<file path="config.mk">
export PLATFORM = sky130hd
export DESIGN_NAME = axi4_frame_reader_flat
export DESIGN_NICKNAME = d
export VERILOG_FILES = /design/src/rtl/axi4_frame_reader_if.sv /design/src/rtl/axi4_frame_reader.sv /design/src/flat_wrapper.sv
export SDC_FILE = /design/constraint.sdc
export NUM_CORES = 1
export LEC_CHECK = 0
export CAP_MARGIN = 20
export CELL_PAD_IN_SITES_DETAIL_PLACEMENT = 0
export CELL_PAD_IN_SITES_GLOBAL_PLACEMENT = 1
export CORE_MARGIN = 5
export CORE_UTILIZATION = 36
export DETAILED_ROUTE_END_ITERATION = 6
export PLACE_DENSITY_LB_ADDON = 0.1
export SYNTH_ARGS = -nofsm -noshare
export SYNTH_HDL_FRONTEND = slang
export SYNTH_SLANG_ARGS = --single-unit
</file>
<file path="constraint.sdc">
create_clock -name clk_100Mhz -period 7.22 [get_ports clk_100Mhz]
set_input_delay 1.083 -clock clk_100Mhz [delete_from_list [all_inputs] [get_ports clk_100Mhz]]
set_output_delay 1.083 -clock clk_100Mhz [all_outputs]
set_load 0.05 [all_outputs]
</file>
<file path="src/rtl/axi4_frame_reader_if.sv">
// axi4_frame_reader_if: AXI4 read address and read data channels between the frame reader and DDR.
interface axi4_frame_reader_if #(
   parameter int AW = 32,
   parameter int DW = 64
);
   logic [AW-1:0] ARADDR;
   logic          ARVALID;
   logic          ARREADY;
   logic [7:0]    ARLEN;
   logic [2:0]    ARSIZE;
   logic [1:0]    ARBURST;
   logic [3:0]    ARCACHE;
   logic [2:0]    ARPROT;
   logic [DW-1:0] RDATA;
   logic          RVALID;
   logic          RREADY;
   logic          RLAST;
   logic [1:0]    RRESP;
   modport master (
      output ARADDR, ARVALID, ARLEN, ARSIZE, ARBURST, ARCACHE, ARPROT, RREADY,
      input  ARREADY, RDATA, RVALID, RLAST, RRESP
   );
   modport slave (
      input  ARADDR, ARVALID, ARLEN, ARSIZE, ARBURST, ARCACHE, ARPROT, RREADY,
      output ARREADY, RDATA, RVALID, RLAST, RRESP
   );
endinterface

</file>
<file path="src/rtl/axi4_frame_reader.sv">
// axi4_frame_reader: reads one frame from DDR as fixed INCR bursts and streams the beats into the scan-out FIFO.
// Define FRAME_LOOP_EN for continuous scan-out: each frame end restarts at a freshly latched base.
module axi4_frame_reader #(
   parameter int AXI_ADDR_WIDTH = 32,
   parameter int AXI_DATA_WIDTH = 64,
   parameter int BURST_LEN      = 16,
   parameter int FRAME_BYTES    = 614400
)(
   input  logic                      clk_100Mhz,
   input  logic                      rst,
   input  logic                      frame_start,
   input  logic [31:0]               FRAME_BASE_ADDR,
   axi4_frame_reader_if.master       axi,
   input  logic                      fifo_prog_full,
   output logic [AXI_DATA_WIDTH-1:0] o_wr_data,
   output logic                      o_wr_en,
   output logic                      frame_busy,
   output logic                      frame_done,
   output logic                      err_flag,
   output logic [1:0]                state,
   output logic [AXI_ADDR_WIDTH-1:0] ADDR_OFFSET
);
`ifdef FRAME_LOOP_EN
   localparam bit LOOP = 1'b1;
`else
   localparam bit LOOP = 1'b0;
`endif
   localparam int BW = (BURST_LEN > 1) ? $clog2(BURST_LEN) : 1;
   localparam logic [AXI_ADDR_WIDTH-1:0] BURST_BYTES = AXI_ADDR_WIDTH'(BURST_LEN * AXI_DATA_WIDTH / 8);
   localparam logic [AXI_ADDR_WIDTH-1:0] FRAME_SZ    = AXI_ADDR_WIDTH'(FRAME_BYTES);

   typedef enum logic [1:0] {S_IDLE = 2'd0, S_AR = 2'd1, S_R = 2'd2, S_WAIT = 2'd3} state_t;

   state_t                    r_state, w_next;
   logic [AXI_ADDR_WIDTH-1:0] r_base, r_offset, w_new_off;
   logic [BW-1:0]             r_beat;
   logic [AXI_DATA_WIDTH-1:0] r_wr_data;
   logic                      r_wr_en, r_busy, r_done, r_err;
   logic                      w_beat, w_last_idx, w_end, w_frame_end, w_start;

   assign w_start     = (r_state == S_IDLE) && frame_start;
   assign w_beat      = (r_state == S_R) && axi.RVALID;
   assign w_last_idx  = r_beat == BW'(BURST_LEN - 1);
   // A burst ends on RLAST or on the final beat index, whichever comes first.
   assign w_end       = w_beat && (axi.RLAST || w_last_idx);
   assign w_new_off   = r_offset + BURST_BYTES;
   assign w_frame_end = w_new_off == FRAME_SZ;

   always_ff @(posedge clk_100Mhz or posedge rst)
      if (rst) r_state <= S_IDLE;
      else     r_state <= w_next;

   always_comb begin
      w_next = r_state;
      unique case (r_state)
         S_IDLE:  w_next = frame_start ? S_WAIT : S_IDLE;
         S_WAIT:  w_next = fifo_prog_full ? S_WAIT : S_AR;
         S_AR:    w_next = axi.ARREADY ? S_R : S_AR;
         default: w_next = !w_end ? S_R : (w_frame_end && !LOOP) ? S_IDLE : S_WAIT;
      endcase
   end

   always_ff @(posedge clk_100Mhz or posedge rst)
      if (rst) begin
         r_base    <= '0;
         r_offset  <= '0;
         r_beat    <= '0;
         r_wr_data <= '0;
         r_wr_en   <= 1'b0;
         r_busy    <= 1'b0;
         r_done    <= 1'b0;
         r_err     <= 1'b0;
      end else begin
         r_wr_en <= w_beat;
         r_done  <= w_end && w_frame_end;
         if (w_beat) r_wr_data <= axi.RDATA;
         if (w_beat) r_beat <= w_end ? '0 : r_beat + 1'b1;
         if (w_beat && ((axi.RLAST != w_last_idx) || (axi.RRESP != 2'b00))) r_err <= 1'b1;
         if (w_start) begin
            r_base   <= AXI_ADDR_WIDTH'(FRAME_BASE_ADDR);
            r_offset <= '0;
            r_busy   <= 1'b1;
         end
         if (w_end) r_offset <= w_frame_end ? '0 : w_new_off;
         if (w_end && w_frame_end) begin
            r_busy <= LOOP;
            r_base <= LOOP ? AXI_ADDR_WIDTH'(FRAME_BASE_ADDR) : r_base;
         end
      end

   assign axi.ARADDR  = r_base + r_offset;
   assign axi.ARVALID = r_state == S_AR;
   assign axi.ARLEN   = 8'(BURST_LEN - 1);
   assign axi.ARSIZE  = 3'b011;
   assign axi.ARBURST = 2'b01;
   assign axi.ARCACHE = 4'b0011;
   assign axi.ARPROT  = 3'b000;
   assign axi.RREADY  = r_state == S_R;
   assign o_wr_data   = r_wr_data;
   assign o_wr_en     = r_wr_en;
   assign frame_busy  = r_busy;
   assign frame_done  = r_done;
   assign err_flag    = r_err;
   assign state       = r_state;
   assign ADDR_OFFSET = r_offset;
endmodule

</file>
<file path="src/flat_wrapper.sv">
// flat-port wrapper written by rule: the top's interface ports become plain ports
module axi4_frame_reader_flat 
#(
   parameter int AXI_ADDR_WIDTH = 32,
   parameter int AXI_DATA_WIDTH = 64,
   parameter int BURST_LEN      = 16,
   parameter int FRAME_BYTES    = 614400
)
  (clk_100Mhz, rst, frame_start, FRAME_BASE_ADDR, fifo_prog_full, o_wr_data, o_wr_en, frame_busy, frame_done, err_flag, state, ADDR_OFFSET, axi_ARADDR, axi_ARVALID, axi_ARLEN, axi_ARSIZE, axi_ARBURST, axi_ARCACHE, axi_ARPROT, axi_RREADY, axi_ARREADY, axi_RDATA, axi_RVALID, axi_RLAST, axi_RRESP);
  axi4_frame_reader_if #(.AW(32), .DW(64)) axi_i ();
  input  logic clk_100Mhz;
  input  logic rst;
  input  logic frame_start;
  input  logic [31:0] FRAME_BASE_ADDR;
  input  logic fifo_prog_full;
  output logic [AXI_DATA_WIDTH-1:0] o_wr_data;
  output logic o_wr_en;
  output logic frame_busy;
  output logic frame_done;
  output logic err_flag;
  output logic [1:0] state;
  output logic [AXI_ADDR_WIDTH-1:0] ADDR_OFFSET;
  output wire logic [$bits(axi_i.ARADDR)-1:0] axi_ARADDR;
  output wire logic [$bits(axi_i.ARVALID)-1:0] axi_ARVALID;
  output wire logic [$bits(axi_i.ARLEN)-1:0] axi_ARLEN;
  output wire logic [$bits(axi_i.ARSIZE)-1:0] axi_ARSIZE;
  output wire logic [$bits(axi_i.ARBURST)-1:0] axi_ARBURST;
  output wire logic [$bits(axi_i.ARCACHE)-1:0] axi_ARCACHE;
  output wire logic [$bits(axi_i.ARPROT)-1:0] axi_ARPROT;
  output wire logic [$bits(axi_i.RREADY)-1:0] axi_RREADY;
  input wire logic [$bits(axi_i.ARREADY)-1:0] axi_ARREADY;
  input wire logic [$bits(axi_i.RDATA)-1:0] axi_RDATA;
  input wire logic [$bits(axi_i.RVALID)-1:0] axi_RVALID;
  input wire logic [$bits(axi_i.RLAST)-1:0] axi_RLAST;
  input wire logic [$bits(axi_i.RRESP)-1:0] axi_RRESP;
  assign axi_ARADDR = axi_i.ARADDR;
  assign axi_ARVALID = axi_i.ARVALID;
  assign axi_ARLEN = axi_i.ARLEN;
  assign axi_ARSIZE = axi_i.ARSIZE;
  assign axi_ARBURST = axi_i.ARBURST;
  assign axi_ARCACHE = axi_i.ARCACHE;
  assign axi_ARPROT = axi_i.ARPROT;
  assign axi_RREADY = axi_i.RREADY;
  assign axi_i.ARREADY = axi_ARREADY;
  assign axi_i.RDATA = axi_RDATA;
  assign axi_i.RVALID = axi_RVALID;
  assign axi_i.RLAST = axi_RLAST;
  assign axi_i.RRESP = axi_RRESP;
  axi4_frame_reader #(.AXI_ADDR_WIDTH(AXI_ADDR_WIDTH), .AXI_DATA_WIDTH(AXI_DATA_WIDTH), .BURST_LEN(BURST_LEN), .FRAME_BYTES(FRAME_BYTES)) u_core (.clk_100Mhz(clk_100Mhz), .rst(rst), .frame_start(frame_start), .FRAME_BASE_ADDR(FRAME_BASE_ADDR), .axi(axi_i), .fifo_prog_full(fifo_prog_full), .o_wr_data(o_wr_data), .o_wr_en(o_wr_en), .frame_busy(frame_busy), .frame_done(frame_done), .err_flag(err_flag), .state(state), .ADDR_OFFSET(ADDR_OFFSET));
endmodule
</file>
### Word-level counts from Yosys, hierarchy flattened

Index checks and enable logic that the tools add are counted.
Widths: inputs -> output; s select.

* register bits: 138
* bits in latches: 0
* bits in writable memories: 0
* bits in read-only memories: 0
* input bits: 105
* output and inout bits: 156
* word-level logic and storage cells: 43
* memories: 0

* add/subtract/negate cells: 3
* multiply operators: 0
* divide/modulo/power cells: 0
* order comparisons: 0
* equal/unequal tests: 6
* shift-type cells: 0
* muxes and demuxes: 12
* bitwise logic cells: 1
* reduce and logical (&&, ||, !) cells: 12

Operators with widths (number)
* $mux 32: 3
* $add 32x32->32: 1
* $add 32x8->32 const B: 1
* $eq 32x20->1 const B: 1
* $mux 2: 5
* $pmux 2 s3: 1
* $reduce_bool 2->1: 3
* $logic_and 1x1->1: 5
* $add 4x1->4 const B: 1
* $eq 2x2->1 const B: 2
* $eq 4x4->1 const B: 1
* $mux 4: 1
* $eq 2x1->1 const B: 1
* $logic_not 2->1: 1
* $logic_or 1x1->1: 2
* $mux 1: 2
* $reduce_and 2->1: 1
* $ne 1x1->1: 1
* $not 1->1: 1

### Depth between registers and ports, before layout

Gate-level depths: netlist of run 1.

* depth in word-level cells: 6
* gate-level depth with buffers: 12
* mapped depth without buffers: 9

### Worst setup path after synthesis of run 1

OpenSTA, ideal clock, no wires.

* path type: register to output
* start point: register u_core.r_offset[16] (netlist: u_core.ADDR_OFFSET[16])
* end point: output port axi_ARADDR[27]
* arrival time: 3.456 ns
* required time: 6.137 ns
* slack: 2.681 ns
* stages on the path, launching flop included: 10
* path buffers: 0
* cell sequence: dfrtp_1 > ha_1 > nand3_1 > or4_1 > a2bb2oi_1 > a21oi_1 > nand3_1 > a31o_2 > nor2b_1 > xnor2_1

* longest elaborated chain between the ends: 1

Ends and longest elaborated chain
* from (decl): line axi4_frame_reader.sv:35 `logic [AXI_ADDR_WIDTH-1:0] r_base, r_offset, w_new_off;`
* from (signal assigned): line axi4_frame_reader.sv:84 `if (w_end) r_offset <= w_frame_end ? '0 : w_new_off;`
* $add 32x32->32: line axi4_frame_reader.sv:91 `assign axi.ARADDR = r_base + r_offset;`
* to (decl): line flat_wrapper.sv:23 `output wire logic [$bits(axi_i.ARADDR)-1:0] axi_ARADDR;`

Every way passes these cells.

### Worst setup path after layout of run 1

* start point: register u_core.r_offset[16] (netlist: u_core.ADDR_OFFSET[16])
* end point: output port axi_ARADDR[31]

Same word-level chain as after synthesis.

==> results of run 1 <==
## power groups by stage
stage / registers, mW / clock network, mW / logic (mW)
2_1_floorplan: 1.82 / 0 / 1.21
3_3_place_gp: 1.20 / 0 / 2.68
3_5_place_dp: 1.21 / 0 / 2.68
4_1_cts: 1.21 / 0.922 / 2.69
5_1_grt: 1.25 / 0.952 / 2.83
6_report: 1.20 / 0.896 / 2.66
## routing by layer
layer | share of wire | track usage
met5 | 0 | 0
met3 | 0.10 | 0.08464
met1 | 0.42 | 0.2261
met4 | 0.012 | 0.05009
met2 | 0.46 | 0.2902
## state kept, by name, indices dropped and copies added (netlist names)
name and cells:
u_core.o_wr_data 64, u_core.frame_busy 1, u_core.frame_done 1, u_core.r_base 32
u_core.o_wr_en 1, u_core.r_beat 4, u_core.ADDR_OFFSET 25, u_core.state 2
u_core.err_flag 1
## critical path: cells and delay by family (launching register included)
kind	cells	cell delay, ns
flip-flops	1	0.48
AND/OR/NAND/NOR	3	0.84
AO/OA/AOI/OAI	4	1.06
buffers and inverters	1	0.82
XOR/XNOR	1	0.14
adder cells (fa/ha/maj)	1	0.42
## layout make-up
cell class              count  share of cell area
flip-flops and latches    131              0.3196
clock inverters            14             0.01622
multi-input cells         617              0.3508
repair buffers            239              0.2318
clock buffers              18             0.04184
inverters                  19            0.007441
well taps                 265             0.03233
## cell families (layout without fill, tap and decap cells)
group,Yosys count,count (layout)
xor+xnor,36,36
compound gates,124,124
simple gates,364,364
fa+ha+maj,28,28
mux,37,37
buf+inv,84,290
other cells,2,28
flops,131,131
## how the worst min path moves through the flow
stage	from	end	slack, ns	cells past startpoint
global placement	u_core.o_wr_data[29]	u_core.o_wr_data[29]	0.46	2
detailed placement	u_core.o_wr_data[44]	u_core.o_wr_data[44]	0.46	2
CTS	u_core.o_wr_data[58]	u_core.o_wr_data[58]	0.48	2
floorplan	u_core.r_beat[1]	u_core.r_beat[1]	0.47	2
finish	u_core.o_wr_data[41]	u_core.o_wr_data[41]	0.47	2
global route	u_core.o_wr_data[7]	u_core.o_wr_data[7]	0.49	2
## placed cells by master (no fill, tap or decap), types with 11 or more instances in the layout
master,netlist,routed
a21o_1,11,11
o21ai_0,24,24
xor2_1,14,14
nor3_1,17,17
xnor2_1,22,22
inv_1,18,17
a21oi_1,29,29
conb_1,2,28
clkdlybuf4s50_1,0,233
ha_1,28,28
nor2_1,30,30
nand3_1,34,34
nand2_1,230,229
mux2_2,33,33
dfrtp_1,131,131
clkbuf_16,0,17
==> summary.md, run 1 <==
| Metric | Value |
|---|---|
| Final setup violation count | `0` |
| Area of the multi-input gates | `3598 um2` |
| Ys flop type | `dfrtp_1` |
| Register cell area after layout | `3278 um2` |
| Register area share after synthesis | `0.4528` |
| PwrDens | `464.2 nW/um2` |
| Switching Share | `0.4874` |
| Setup_tns | `0 ns` |
| CTS buffer count | `17` |
| Die footprint | `23050 um2` |
| Outcome | `completed` |
| Dpl hpwl | `14880 um` |
| RSZ-0062 raised after global routing | `no` |
| Vias per std cell | `4.843` |
| CTS H-tree depth | `4` |
| Io pins | `261` |
| Clk Latency, worst-skew pair | `0.43 ns` |
| Avg Inst Size Synth | `8.982 um2` |
| Top-area cell type share of the netlist area | `0.4528` |
| Clock Power Share | `0.188` |
| Pre-antenna DRT Iters | `5` |
| Reg clk slew, reported paths | `0.07 ns` |
| Core area | `19650 um2` |
| Final min period | `5.267 ns` |
| Leak Pwr | `4.643 nW` |
| Fmax | `189.9 MHz` |
| Number of max-cap violations | `0` |
| Adder-cell share of the synthesized area | `0.04839` |
| Number of DRC markers in iteration 0 | `409` |
| Tcrit/Tclk final | `0.7295` |
| VDD IR-drop max | `0.0002712 V` |
| Post-route insts no fill | `1303` |
| Crit start category | `register` |
| Area contributors post-synth | `dfrtp_1, nand2_1, mux2_2, ha_1, buf_4` |
| FP Rows | `51` |
| Critical Path Fanout Max | `7` |
| Commonest cells post-synth | `nand2_1, dfrtp_1, nand3_1` |
| Synthesized flop and latch total | `131` |
| Synth Instances | `806` |
| Number of global-route vias before repair | `6245` |
| Die height | `151.8 um` |
| Largest family of logic cells by synthesized area | `simple AND/OR/NAND/NOR gates` |
| Complex-gate fraction of the synthesized area | `0.1110` |
| CP Cell Sequence | `ha_1 -> nand3_1 -> or4_1 -> a2bb2oi_1 -> a21oi_1 -> nand3_1 -> a31o_2 -> a31oi_1 -> xnor2_1 -> clkdlybuf4s50_1` |
| Reg2reg start | `u_core.ADDR_OFFSET[8]` |
| Chip Width | `151.8 um` |
| R2R depth | `10` |
| Slew HR | `0.3498` |
| Total power | `4.762 mW` |
| Initial Utilization | `0.3683` |
| Measured slew at the worst slew-check pin | `0.9753 ns` |
| Synth async-reset ratio | `1.000` |
| Placed cells | `1271` |
| Post-Synth Simple-Gate Area | `0.2217` |
| Largest net degree at the start of global routing | `73` |
| Top-count cell post-synth | `nand2_1` |
| Yosys Warn Count | `0` |
| Final hold viol count | `0` |
| CP Capture Type | `output port` |
| Final instance area | `10260 um2` |
| Critical path required time | `6.14 ns` |
| Reg2reg setup slack | `3.58 ns` |
| Worst Setup EP | `axi_ARADDR[31]` |
| Critical Path AT | `4.18 ns` |
| Layout cells sized above 1 | `0.07707` |
| GRT overflow | `0` |
| Synth Cell Area | `7239 um2` |
| Post-Synth XOR/XNOR Area | `0.04355` |
| Worst setup margin | `1.953 ns` |
| Post-synth EDFFs | `0` |
| Routed WL per cell | `16.26 um` |
| Distinct cells, synth | `59` |
| Most common cell on crit path | `nand3_1` |
| Fillers | `1901` |
| Worst Skew | `0.01470 ns` |
| Gpl congestion | `0.8092` |
| Synth area leader | `dfrtp_1` |
| Layout Nets | `1158` |
| PostCTS Resize Cnt | `0` |
| Hold Slack | `0.4721 ns` |
| First-pass GRT wire length | `34450 um` |
| IO buf count | `233` |
| Crit Path Category | `reg -> out` |
| Logic pwr share | `0.559` |
| CTS tree | `built` |
| Slowest-stage cell, CP | `clkdlybuf4s50_1` |
| P_sw | `2.321 mW` |
| Area Growth Syn to Fin | `41.69%` |
| Proportion of synthesized area in mux cells | `0.05686` |
| Clock sink count | `131` |
| Max stage delay on crit path | `0.82 ns` |
| Hold Path Class | `reg -> reg` |
| Initial antenna violation count | `0` |
| Power Internal | `2.441 mW` |
| Routed Antenna Nets | `0` |
| Vias | `6311` |
| Total track usage | `0.1831` |
| Dpl ws | `2.462 ns` |
| CP Launch Point | `u_core.ADDR_OFFSET[16]` |
| CTS max path bufs | `2` |
| Routed WL | `21180 um` |
| Placed Area | `9662 um2` |
| Sequential power share | `0.253` |
| DRC errors left | `0` |
| Number of diodes | `0` |
| Post-CTS Setup Inserts | `0` |
| Final Util | `0.5219` |
| RR Endpoint | `u_core.ADDR_OFFSET[22]` |
| Clock Tree Root | `clkbuf_16` |
| Hold Buf Count CTS | `0` |
| Fin. max-slew vios | `0` |
Note: power is estimated with default switching activity, not from simulation.
==> inputs of run 2 (changes only) <==
--- a/config.mk
+++ b/config.mk
@@ -9,7 +9,7 @@
 export CELL_PAD_IN_SITES_DETAIL_PLACEMENT = 0
 export CELL_PAD_IN_SITES_GLOBAL_PLACEMENT = 1
 export CORE_MARGIN = 5
-export CORE_UTILIZATION = 36
+export CORE_UTILIZATION = 30
 export DETAILED_ROUTE_END_ITERATION = 6
 export PLACE_DENSITY_LB_ADDON = 0.1
 export SYNTH_ARGS = -nofsm -noshare
==> constraint.sdc (replaced) <==
create_clock -name clk_100Mhz -period 4.6 [get_ports clk_100Mhz]
set_input_delay 0.69 -clock clk_100Mhz [delete_from_list [all_inputs] [get_ports clk_100Mhz]]
set_output_delay 0.69 -clock clk_100Mhz [all_outputs]
set_load 0.05 [all_outputs]
==> summary.md, run 2 (synthesized netlist as in run 1, its figures left out) <==
| Metric | Value |
|---|---|
| Outcome | `completed` |
| Fillers | `2365 (+24%)` |
| Measured slew at the worst slew-check pin | `0.8217 ns (-0.1536 ns)` |
| Fin. max-slew vios | `0 (unchanged)` |
| Vias per std cell | `4.606 (-4.9%)` |
| Slowest-stage cell, CP | `clkdlybuf4s50_1` |
| IO buf count | `233 (unchanged)` |
| Vias | `6310 (-0.016%)` |
| Io pins | `261 (unchanged)` |
| Switching Share | `0.4968 (+0.009380)` |
| CP Cell Sequence | `ha_1 -> nand2_1 -> a2bb2oi_1 -> nor2_1 -> a211o_1 -> a31oi_1 -> a311oi_1 -> xor2_1 -> clkdlybuf4s50_1` |
| Initial antenna violation count | `0 (unchanged)` |
| Number of diodes | `0 (unchanged)` |
| First-pass GRT wire length | `34580 um (+0.36%)` |
| Chip Width | `165.3 um (+8.9%)` |
| Met3 WL | `2473 um (+17%)` |
| WL met2 | `10060 um (+2.3%)` |
| Clock Tree Root | `clkbuf_16` |
| Critical Path AT | `3.63 ns (-0.55 ns)` |
| Die height | `165.3 um (+8.9%)` |
| Pre-antenna DRT Iters | `4 (-1)` |
| VDD IR-drop max | `0.0003225 V (+19%)` |
| Critical path required time | `3.91 ns (-2.23 ns)` |
| Crit start category | `register` |
| Layout Nets | `1171 (+1.1%)` |
| Fmax | `231.3 MHz` |
| Dpl hpwl | `16140 um (+8.5%)` |
| Layout cells sized above 1 | `0.09420 (+0.01712)` |
| Clk Latency, worst-skew pair | `0.43 ns (about the same)` |
| Initial Utilization | `0.3066 (-0.06176)` |
| Hold Path Class | `reg -> reg` |
| Crit Path Category | `reg -> out` |
| Clock sink count | `131 (unchanged)` |
| DRC errors left | `0 (unchanged)` |
| Most frequent cells in the layout | `nand2_1, clkdlybuf4s50_1, dfrtp_1, nand3_1, mux2_2` |
| Most common cell after layout, fill and taps aside | `nand2_1` |
| Power Internal | `3.737 mW (+53%)` |
| Area of the multi-input gates | `3598 um2 (unchanged)` |
| Tcrit/Tclk final | `0.9398` |
| Final hold viol count | `0 (unchanged)` |
| Number of max-cap violations | `0 (unchanged)` |
| Reg clk slew, reported paths | `0.06 ns (about the same)` |
| PwrDens | `714.3 nW/um2 (+54%)` |
| Logic pwr share | `0.568 (+0.009)` |
| Number of DRC markers in iteration 0 | `231 (-44%)` |
| Met1 wire length | `9507 um (+5.8%)` |
| CTS tree | `built` |
| Routed WL | `22240 um (+5.0%)` |
| Routed WL per cell | `16.23 um (-0.14%)` |
| Total track usage | `0.1619 (-0.02117)` |
| Final setup violation count | `0 (unchanged)` |
| Final Util | `0.4403 (-0.08162)` |
| Register cell area after layout | `3278 um2 (unchanged)` |
| Die footprint | `27340 um2 (+19%)` |
| Slew HR | `0.4498 (+0.1000)` |
| Largest net degree at the start of global routing | `108 (+48%)` |
| Area Growth Syn to Fin | `43.60%` |
| CTS max path bufs | `2 (unchanged)` |
| Max stage delay on crit path | `0.83 ns (about the same)` |
| Clock Power Share | `0.180 (-0.008)` |
| Post-CTS Setup Inserts | `0 (unchanged)` |
| CP Capture Type | `output port` |
| Critical Path Fanout Max | `10 (+3)` |
| GRT overflow | `0 (unchanged)` |
| Top Layer Used | `met4` |
| Gpl congestion | `0.7933 (-2.0%)` |
| Worst Skew | `0.01492 ns (+0.0002125 ns)` |
| Sequential power share | `0.252 (about the same)` |
| Final min period | `4.323 ns` |
| P_sw | `3.689 mW (+59%)` |
| FP Rows | `56 (+9.8%)` |
| Flip-flop count of the largest register after layout | `64 (unchanged)` |
| Core area | `23610 um2 (+20%)` |
| Number of global-route vias before repair | `6394 (+2.4%)` |
| RSZ-0062 raised after global routing | `no` |
| Leak Pwr | `4.725 nW (+1.8%)` |
| CTS buffer count | `17 (unchanged)` |
| Routed Antenna Nets | `0 (unchanged)` |
| CTS H-tree depth | `4 (unchanged)` |
| Setup_tns | `0 ns (unchanged)` |
[run 2: cell count changes in the layout (fill, tap and decap cells not counted), sizes merged]
cell	before	now
clkinv	0	2
clkinvlp	3	2
bufinv	2	0
buf	6	25
inv	28	29
dlymetal6s2s	0	1
clkdlybuf4s50	233	226
[run 2: path summary, 6_finish.rpt]
check	startpoint	endpoint	slack, ns	cells past startpoint
worst max-delay path	u_core.ADDR_OFFSET[14]	axi_ARADDR[28]	0.28	9
worst min-delay path	u_core.o_wr_data[44]	u_core.o_wr_data[44]	0.47	2
worst max register to register	u_core.ADDR_OFFSET[7]	u_core.ADDR_OFFSET[22]	0.90	10
worst min register to register	u_core.o_wr_data[44]	u_core.o_wr_data[44]	0.47	2
max in group asynchronous	rst	u_core.o_wr_data[33]	3.02	4
min in group asynchronous	rst	u_core.o_wr_data[23]	0.61	2
[run 2: metal layers]
metal | up-vias | GRT usage
met5 | - | 0
met4 | 0 | 0.03937
met3 | 16 | 0.08191
met2 | 211 | 0.2558
met1 | 2923 | 0.1977
li1 | 3160 | -
[run 2: final cells by class]
class | count | area share
multi-input cells | 617 | 0.3461
flip-flops and latches | 131 | 0.3153
repair buffers | 252 | 0.2388
clock buffers | 18 | 0.04128
well taps | 319 | 0.03839
clock inverters | 14 | 0.01276
inverters | 19 | 0.007341
[run 2: per-stage QoR]
step                instance area (um2)  setup slack, ns  hold WS [ns]  total power [mW]  std cells
global route                      10400          0.09169        0.4942             7.848       1370
finish                            10400           0.2767        0.4726             7.426       1370
CTS                               10370          0.09982        0.4788             7.528       1369
detailed placement                 9804           0.5707        0.4614             6.143       1337
floorplan                          7337           0.4123        0.4657             4.755        832
global placement                   9804           0.6125        0.4564             6.139       1337
[run 2: critical path: cells and delay by family (launching register included)]
family	cells	cell delay, ns
AO/OA/AOI/OAI	4	1.09
buffers and inverters	1	0.83
flip-flops	1	0.49
adder cells (fa/ha/maj)	1	0.44
AND/OR/NAND/NOR	2	0.19
XOR/XNOR	1	0.17
[run 2: timing repair]
| action | in CTS | in global routing |
|---|---|---|
| gates resized for setup | 0 | 2 |
| hold buffers | 0 | 0 |
| setup endpoints to repair | 0 | 2 |
[run 2: power by group through the flow]
stage               logic (mW)  registers [mW]  clock network (mW)
floorplan                 1.90            2.86                   0
global placement          4.26            1.88                   0
detailed placement        4.26            1.88                   0
CTS                       4.27            1.88                1.38
global route              4.48            1.94                1.43
finish                    4.22            1.87                1.33
